## src/rtl/mips_pkg.sv

```systemverilog
`default_nettype none
// ============================================================================
// Module   : mips_pkg
// Brief    : Shared MIPS32 pipeline constants, fetch FSM states, IF/ID record.
// Revision : 1.0 - initial release
// ============================================================================
package mips_pkg;

  localparam int                ADDR_W   = 12;
  localparam int                DATA_W   = 32;
  localparam logic [ADDR_W-1:0] RESET_PC = 12'h000;

  typedef enum logic [1:0] {
    IDLE  = 2'd0,
    FETCH = 2'd1,
    HOLD  = 2'd2
  } if_state_t;

  // Decode reuses this record as its view of the IF/ID register.
  typedef struct packed {
    logic              valid;
    logic [DATA_W-1:0] instr;
    logic [ADDR_W-1:0] npc;
  } ifid_t;

endpackage
`default_nettype wire

```

## src/rtl/fetch_skid_buf.sv

```systemverilog
`default_nettype none
// ============================================================================
// Module   : fetch_skid_buf
// Brief    : Single-entry holding register for a fetched word during a stall.
// Revision : 1.0 - initial release
// ============================================================================
module fetch_skid_buf
  import mips_pkg::*;
#(
  parameter int SKID_ADDR_W = mips_pkg::ADDR_W,
  parameter int SKID_DATA_W = mips_pkg::DATA_W
) (
  input  logic                   clk,
  input  logic                   rst_n,
  input  logic                   load,
  input  logic                   drain,
  input  logic                   clear,
  input  logic [SKID_DATA_W-1:0] in_instr,
  input  logic [SKID_ADDR_W-1:0] in_npc,
  output logic                   full,
  output logic [SKID_DATA_W-1:0] out_instr,
  output logic [SKID_ADDR_W-1:0] out_npc
);

  logic                   full_r;
  logic [SKID_DATA_W-1:0] instr_r;
  logic [SKID_ADDR_W-1:0] npc_r;

  // Clear wins over load so a redirect can never leave a stale word behind.
  always_ff @(posedge clk or negedge rst_n) begin
    if (!rst_n) begin
      full_r  <= 1'b0;
      instr_r <= '0;
      npc_r   <= '0;
    end else if (clear) begin
      full_r  <= 1'b0;
      instr_r <= '0;
      npc_r   <= '0;
    end else if (load) begin
      full_r  <= 1'b1;
      instr_r <= in_instr;
      npc_r   <= in_npc;
    end else if (drain) begin
      full_r  <= 1'b0;
    end
  end

  assign full      = full_r;
  assign out_instr = instr_r;
  assign out_npc   = npc_r;

endmodule
`default_nettype wire

```

## src/rtl/if_fetch_stage.sv

```systemverilog
`default_nettype none
// ============================================================================
// Module   : if_fetch_stage
// Brief    : MIPS32 instruction fetch: PC, imem request port, IF/ID register.
// Revision : 1.0 - initial release
// ============================================================================
module if_fetch_stage #(
  parameter int                ADDR_W   = mips_pkg::ADDR_W,
  parameter int                DATA_W   = mips_pkg::DATA_W,
  parameter logic [ADDR_W-1:0] RESET_PC = mips_pkg::RESET_PC
) (
  input  logic              clk,
  input  logic              rst_n,
  input  logic [ADDR_W-1:0] addr_to_PC,
  output logic [ADDR_W-1:0] npc_addr,
  input  logic              flush,
  output logic              imem_req,
  output logic [ADDR_W-1:0] imem_addr,
  input  logic              imem_ready,
  input  logic [DATA_W-1:0] imem_rdata,
  input  logic              id_stall,
  output logic              ifid_valid,
  output logic [DATA_W-1:0] ifid_instr,
  output logic [ADDR_W-1:0] ifid_npc
);

  import mips_pkg::*;

  if_state_t         state;
  logic [ADDR_W-1:0] pc;
  logic              req_r;
  ifid_t             ifid_r;

  logic              slot_free;
  logic              fetch_done;
  logic              skid_load;
  logic              skid_drain;
  logic              skid_full;
  logic [DATA_W-1:0] skid_instr;
  logic [ADDR_W-1:0] skid_npc;

  assign npc_addr   = pc + ADDR_W'(1);
  assign imem_addr  = pc;
  assign imem_req   = req_r;

  assign slot_free  = !ifid_r.valid || !id_stall;
  assign fetch_done = req_r && imem_ready;
  assign skid_load  = !flush && (state == FETCH) && fetch_done && !slot_free;
  assign skid_drain = !flush && (state == HOLD) && !id_stall;

  fetch_skid_buf #(
    .SKID_ADDR_W (ADDR_W),
    .SKID_DATA_W (DATA_W)
  ) u_skid (
    .clk       (clk),
    .rst_n     (rst_n),
    .load      (skid_load),
    .drain     (skid_drain),
    .clear     (flush),
    .in_instr  (imem_rdata),
    .in_npc    (npc_addr),
    .full      (skid_full),
    .out_instr (skid_instr),
    .out_npc   (skid_npc)
  );

  // req_r mirrors (state == FETCH) so the request leaves straight from a flop.
  always_ff @(posedge clk or negedge rst_n) begin
    if (!rst_n) begin
      state  <= IDLE;
      pc     <= RESET_PC;
      req_r  <= 1'b0;
      ifid_r <= '0;
    end else if (flush) begin
      pc           <= addr_to_PC;
      ifid_r.valid <= 1'b0;
      state        <= FETCH;
      req_r        <= 1'b1;
    end else begin
      case (state)
        IDLE: begin
          state <= FETCH;
          req_r <= 1'b1;
        end
        FETCH: begin
          if (fetch_done) begin
            pc <= addr_to_PC;
            if (slot_free) begin
              ifid_r.valid <= 1'b1;
              ifid_r.instr <= imem_rdata;
              ifid_r.npc   <= npc_addr;
            end else begin
              state <= HOLD;
              req_r <= 1'b0;
            end
          end else if (!id_stall) begin
            ifid_r.valid <= 1'b0;
          end
        end
        HOLD: begin
          if (!id_stall) begin
            ifid_r.valid <= skid_full;
            ifid_r.instr <= skid_instr;
            ifid_r.npc   <= skid_npc;
            state        <= FETCH;
            req_r        <= 1'b1;
          end
        end
        default: begin
          state <= IDLE;
          req_r <= 1'b0;
        end
      endcase
    end
  end

  assign ifid_valid = ifid_r.valid;
  assign ifid_instr = ifid_r.instr;
  assign ifid_npc   = ifid_r.npc;

endmodule
`default_nettype wire

```

## config.mk

```make
export PLATFORM = sky130hd
export DESIGN_NAME = if_fetch_stage
export DESIGN_NICKNAME = d
export VERILOG_FILES = /design/src/rtl/mips_pkg.sv /design/src/rtl/fetch_skid_buf.sv /design/src/rtl/if_fetch_stage.sv
export SDC_FILE = /design/constraint.sdc
export NUM_CORES = 1
export LEC_CHECK = 0
export ABC_AREA = 0
export CAP_MARGIN = 10
export CORE_ASPECT_RATIO = 1.25
export CORE_UTILIZATION = 45
export CTS_CLUSTER_SIZE = 30
export DETAILED_ROUTE_END_ITERATION = 7
export GPL_TIMING_DRIVEN = 0
export PLACE_DENSITY = 0.71
export SETUP_SLACK_MARGIN = 0.1
export SYNTH_ARGS = -nofsm -noshare
export SYNTH_HDL_FRONTEND = slang
export SYNTH_SLANG_ARGS = --single-unit
```

## constraint.sdc

```tcl
create_clock -name clk -period 3.9 [get_ports clk]
set_clock_uncertainty 0.05 [all_clocks]
set_input_delay 0.78 -clock clk [delete_from_list [all_inputs] [get_ports clk]]
set_output_delay 0.78 -clock clk [all_outputs]
set_load 0.01 [all_outputs]
```

==> metrics, run 1 <==
status=finished, final reports clean; Leakage=2.95 nW; Synth async-reset ratio=100%; worst hold margin=0.410 ns; largest area contributor in the netlist=dfrtp_1; Total Power=4.20 mW; via/cell ratio=5.23; #FFs+latches synth=104; 1st-iter DRT viols=174; worst-skew pair later-pin latency=0.34 ns; # diodes=0; synthesized area=4830 um^2; largest family of logic cells by synthesized area=simple AND/OR/NAND/NOR gates; Req. time, crit path=3.07 ns; placed cell area=6200 um^2; post-synthesis adder-cell area fraction=1.30%; mux contribution to synthesized area=10.4%; GRT overflow=0; Peak VDD IR=291 uV; Seq pwr share=37.2%; CP arrival=2.69 ns; YS warnings=0; Clk network pwr share=23.6%; total die area=11200 um^2; Finished Cell Area=6530 um^2; Slew Limit Fails=0; Final Cycle Share=90.3%; Net Sw Frac=32.6%; Slew @ Worst Pin=0.868 ns; DR vias=3899; post-DR wirelength/cell=16.0 um; Synth Area in Simple Gates=20.4%; number of I/O port buffers=118; DRT Pass-1 Iters=4; Peak Freq=284 MHz; Synth Net Count=536; first-pass GRT wire length=19700 um; proportion of layout cells with a drive suffix above 1=8.10%; chip height=118 um; CTS tree=built; min Tclk post-route=3.52 ns; Area Growth Syn to Fin=35.2%; Placer Congestion=0.801; synthesized area per cell=10.0 um^2; Synth Area in XOR/XNOR=0.907%; final wirelength=12000 um; row count=41; P_int=2.83 mW; Hold Crit Class=primary input to async pin; # nets final=666; CTS root buffer=clkbuf_16; Synth Area in Compound Gates=9.35%; initial antenna violation count=0; hpwl dp=8610 um; pin count of the biggest net entering global routing=60; Worst-path clk slew=0.06 ns; DRC viols=0; number of flops mapped to enable cells by yosys=0; sequential area share after synthesis=53.9%; MaxCap Viol Count=0; crit start category=flip-flop; reg-to-reg setup timing slack=1.40 ns; unrepaired setup endpoints after global routing=false; crit path kind=flip-flop to output pin; area share of the largest cell type after synthesis=53.9%; IO Pins=119; dominant cell by count in the synthesized netlist=nand2_1; vias in the first global route=3978; ANT nets after route=0; post-cts sizing count=0; H-tree depth=3; Initial Util=47.1%; Combinational Power Share=39.2%; Placeable Area=10300 um^2; die width=94.7 um; CP max FO=8; GR Util All Layers=22.7%; Power per Cell Area=643 nW/um^2; most common flop cell mapped by yosys=dfrtp_1; Final Hold Viols=0; sw power=1.37 mW; slew margin rel.=42.1%; unique cell type count in the Yosys netlist=40; Area contributors post-synth=dfrtp_1 54%, nand2_1 9.6%, mux2i_1 7.3%; clk sinks=104; Syn Inst Count=482; Post-CTS Hold Buffers=0; Worst setup EP type=output pin; CTS Buf Count=9; synth cell count leaders=123 x nand2_1, 104 x dfrtp_1, 47 x o21ai_0; clk buf depth=2; Setup Viol. Count Final=0; postcts setup bufs=0
## cells in the final DEF, fill, tap and decap left out, types with 7 or more instances in the layout
cell,count
inv_1,11
nor3_1,7
buf_2,11
mux2_2,12
clkbuf_16,9
mux2i_1,35
nand3b_1,42
nand3_1,7
nand2_1,123
clkbuf_1,21
clkdlybuf4s50_1,117
dfrtp_1,104
o21ai_0,47
## metal layers
layer | share of wire (%) | GRT usage (%)
met1 | 43 | 28.3
met2 | 50 | 38.3
met3 | 6.2 | 6.07
met4 | 0.94 | 6.34
met5 | 0 | 0
## final timing paths
path	startpoint	to	depth (start not counted)
max	imem_addr[0]$_DFFE_PN0P_	npc_addr[10]	5
min	rst_n	ifid_instr[6]$_DFFE_PN0P_	1
max reg2reg	state[0]$_DFFE_PN0P_	ifid_npc[9]$_DFFE_PN0P_	7
min reg2reg	ifid_npc[0]$_DFFE_PN0P_	ifid_npc[0]$_DFFE_PN0P_	2
max in group asynchronous	rst_n	ifid_valid$_DFFE_PN0P_	2
min in group clk	ifid_npc[0]$_DFFE_PN0P_	ifid_npc[0]$_DFFE_PN0P_	2
## flip-flops by register name, indices dropped and copies added, names as in the netlist
signal / cells
ifid_instr: 32
ifid_npc: 12
ifid_valid: 1
imem_addr: 12
state: 2
u_skid.full: 1
u_skid.out_instr: 32
u_skid.out_npc: 12
## power groups by stage
| stage | logic, mW | registers, mW | clock network [mW] |
|---|---|---|---|
| after CTS | 1.67 | 1.57 | 1.01 |
| after global routing | 1.81 | 1.60 | 1.05 |
| after floorplan | 0.667 | 1.68 | 0 |
| final | 1.65 | 1.56 | 0.992 |
| after global placement | 1.62 | 1.57 | 0 |
| after detailed placement | 1.65 | 1.58 | 0 |
## cell type report
class                      count  area (um^2)
buffer                        31          138
tap                          129          161
inverter                      12         45.0
fill                         907         3730
sequential                   104         2600
multi-input combinational    335         2040
clock buffer                  14          274
clock inverter                 2         60.1
timing repair buffer         119         1210
## per-stage QoR
stage               util, %  TNS, ns  std cells  setup slack [ns]
floorplan                 -        0        482              1.41
global placement       60.2  -198.16        729             -1.91
detailed placement     60.4        0        730             0.724
CTS                    63.7        0        746             0.349
global route           63.7        0        746             0.241
finish                 63.7        0        746             0.380
## cell families (layout without fill, tap and decap cells)
| logic type | after synthesis | count (layout) |
|---|---|---|
| buf+inv | 43 | 178 |
| simple gates | 201 | 201 |
| xor+xnor | 5 | 5 |
| compound gates | 76 | 76 |
| mux | 48 | 48 |
| fa+ha+maj | 5 | 5 |
| flops | 104 | 104 |
## worst max-delay path: stages, from the launching register on
cell	delay, ns
dfrtp_1	0.50
ha_1	0.24
nand3_1	0.26
or4_2	0.71
nand2_1	0.11
clkdlybuf4s50_1	0.54
Note: power is estimated with default switching activity, not from simulation.
==> run 2: changes to the inputs <==
--- a/config.mk
+++ b/config.mk
@@ -13,7 +13,8 @@
 export DETAILED_ROUTE_END_ITERATION = 7
 export GPL_TIMING_DRIVEN = 0
 export PLACE_DENSITY = 0.71
-export SETUP_SLACK_MARGIN = 0.1
+export SETUP_SLACK_MARGIN = 0.2
+export SKIP_CTS_REPAIR_TIMING = 1
 export SYNTH_ARGS = -nofsm -noshare
 export SYNTH_HDL_FRONTEND = slang
 export SYNTH_SLANG_ARGS = --single-unit
==> results of run 2 <==
Final layout, timing and power as in run 1 (identical DEF).
==> run 3: changes to the inputs <==
--- a/config.mk
+++ b/config.mk
@@ -7,7 +7,7 @@
 export LEC_CHECK = 0
 export ABC_AREA = 0
 export CAP_MARGIN = 10
-export CORE_ASPECT_RATIO = 1.25
+export CORE_ASPECT_RATIO = 1.75
 export CORE_UTILIZATION = 45
 export CTS_CLUSTER_SIZE = 30
 export DETAILED_ROUTE_END_ITERATION = 7
@@ -15,6 +15,7 @@
 export PLACE_DENSITY = 0.71
 export SETUP_SLACK_MARGIN = 0.2
 export SKIP_CTS_REPAIR_TIMING = 1
+export SKIP_LAST_GASP = 1
 export SYNTH_ARGS = -nofsm -noshare
 export SYNTH_HDL_FRONTEND = slang
 export SYNTH_SLANG_ARGS = --single-unit
==> run 3 against run 2 <==
  * Register-to-register slack worse by 0.16 ns
  * Wire length is 3.7% higher
  * Die area is 0.12% higher
  * Critical endpoint unchanged
  * Largest cell class unchanged
==> metrics, run 3 (synthesis results as in run 1) <==
GR Util All Layers=23.8%; CP startpoint=imem_addr[0]$_DFFE_PN0P_; clk sinks=104; sw power=1.40 mW; crit path kind=flip-flop to output pin; chip height=139 um; Fill cells=891; Inst Count DP=728; Worst Slack Setup Final=0.331 ns; Hold Crit Class=primary input to async pin; unrepaired setup endpoints after global routing=false; MaxCap Viol Count=0; clk buf depth=2; pre-CTS setup slack=0.687 ns; Placer Congestion=0.796; DRC viols=0; WL met2=6640 um; Slew @ Worst Pin=0.945 ns; Leakage=2.92 nW; Power per Cell Area=635 nW/um^2; status=finished, final reports clean; Clk network pwr share=21.6%; 1st-iter DRT viols=225; Final Non-Filler Cells=744; Req. time, crit path=3.07 ns; worst-skew pair later-pin latency=0.34 ns; Net Sw Frac=34.1%; GRT overflow=0; final wirelength=12400 um; Peak VDD IR=321 uV; Placeable Area=10400 um^2; ANT nets after route=0; reg-to-reg startpoint=state[0]$_DFFE_PN0P_; Seq pwr share=38.2%; Final Hold Viols=0; post-layout util=62.6%; # nets final=666; initial antenna violation count=0; Slew Limit Fails=0; CP max FO=8; top sig layer=met4; DRT Pass-1 Iters=4; Setup TNS=0 ns; Peak Freq=280 MHz; vias in the first global route=4005; first-pass GRT wire length=20100 um; total die area=11200 um^2; met3 WL=577 um; commonest non-fill, non-tap cell in the layout=nand2_1; slew margin rel.=37.0%; via/cell ratio=5.38; CTS root buffer=clkbuf_16; min Tclk post-route=3.57 ns; H-tree depth=3; crit start category=flip-flop; IO Pins=119; # diodes=0; proportion of layout cells with a drive suffix above 1=8.10%; number of I/O port buffers=118; commonest cells after routing, fill and taps aside=123 x nand2_1, 117 x clkdlybuf4s50_1, 104 x dfrtp_1, 47 x o21ai_0, 42 x nand3b_1; Worst setup EP type=output pin; CTS Buf Count=9; Initial Util=46.6%; Area Growth Syn to Fin=34.3%; Worst-path clk slew=0.07 ns; WL met1=4870 um; CTS tree=built; row count=49; hpwl dp=9120 um; DR vias=4001; post-DR wirelength/cell=16.7 um; P_int=2.71 mW; die width=80.3 um; Combinational Power Share=40.2%; CP arrival=2.74 ns; pin count of the biggest net entering global routing=59; Setup Viol. Count Final=0; Final Cycle Share=91.5%
## run 3: cell count changes in the layout (fill, tap and decap cells not counted), sizes merged
cell / before / now
clkbuf: 33 / 30
clkinvlp: 0 / 3
bufinv: 2 / 1
clkinv: 1 / 2
## run 3: metrics by stage
step | hold slack [ns] | cell area (um^2) | power, mW
finish | 0.388 | 6480 | 4.12
floorplan | 0.420 | 4830 | 2.34
CTS | 0.416 | 6480 | 4.16
global placement | 0.411 | 6170 | 3.20
global route | 0.437 | 6480 | 4.39
detailed placement | 0.419 | 6190 | 3.26
## run 3: cell type report
cell class	count	area, um^2	area share, %
flip-flops and latches	104	2600	40.1
multi-input cells	335	2040	31.5
repair buffers	119	1210	18.6
clock buffers	11	233	3.59
well taps	127	159	2.45
plain buffers	31	138	2.12
clock inverters	5	57.6	0.888
inverters	12	45.0	0.695
## run 3: path summary, 6_finish.rpt
check                                             endpoint  slack [ns]  cells past startpoint
max in group asynchronous         imem_addr[5]$_DFFE_PN0P_        2.71                      2
worst min-delay path            ifid_instr[17]$_DFFE_PN0P_        0.39                      1
worst max-delay path                          npc_addr[10]        0.33                      5
worst min register to register     ifid_npc[2]$_DFFE_PN0P_        0.43                      2
min in group clk                   ifid_npc[2]$_DFFE_PN0P_        0.43                      2
worst max register to register     ifid_npc[9]$_DFFE_PN0P_        1.24                      7
## run 3: routing by layer
layer	vias up	track usage, %
met5	-	0
met4	0	8.74
met3	21	5.39
met2	105	41.3
met1	1967	28.1
li1	1908	-
## run 3: worst max-delay path, cell delays in order (launching register included)
cell and delay, ns:
dfrtp_1 0.48, ha_1 0.24, nand3_1 0.27, or4_2 0.73, nand2_1 0.12, clkdlybuf4s50_1 0.55
## run 3: power by group through the flow
stage	clock (mW)	sequential [mW]	combinational [mW]
6_report	0.889	1.57	1.66
5_1_grt	0.959	1.61	1.82
4_1_cts	0.907	1.57	1.67
3_5_place_dp	0	1.59	1.67
3_3_place_gp	0	1.58	1.62
2_1_floorplan	0	1.68	0.667
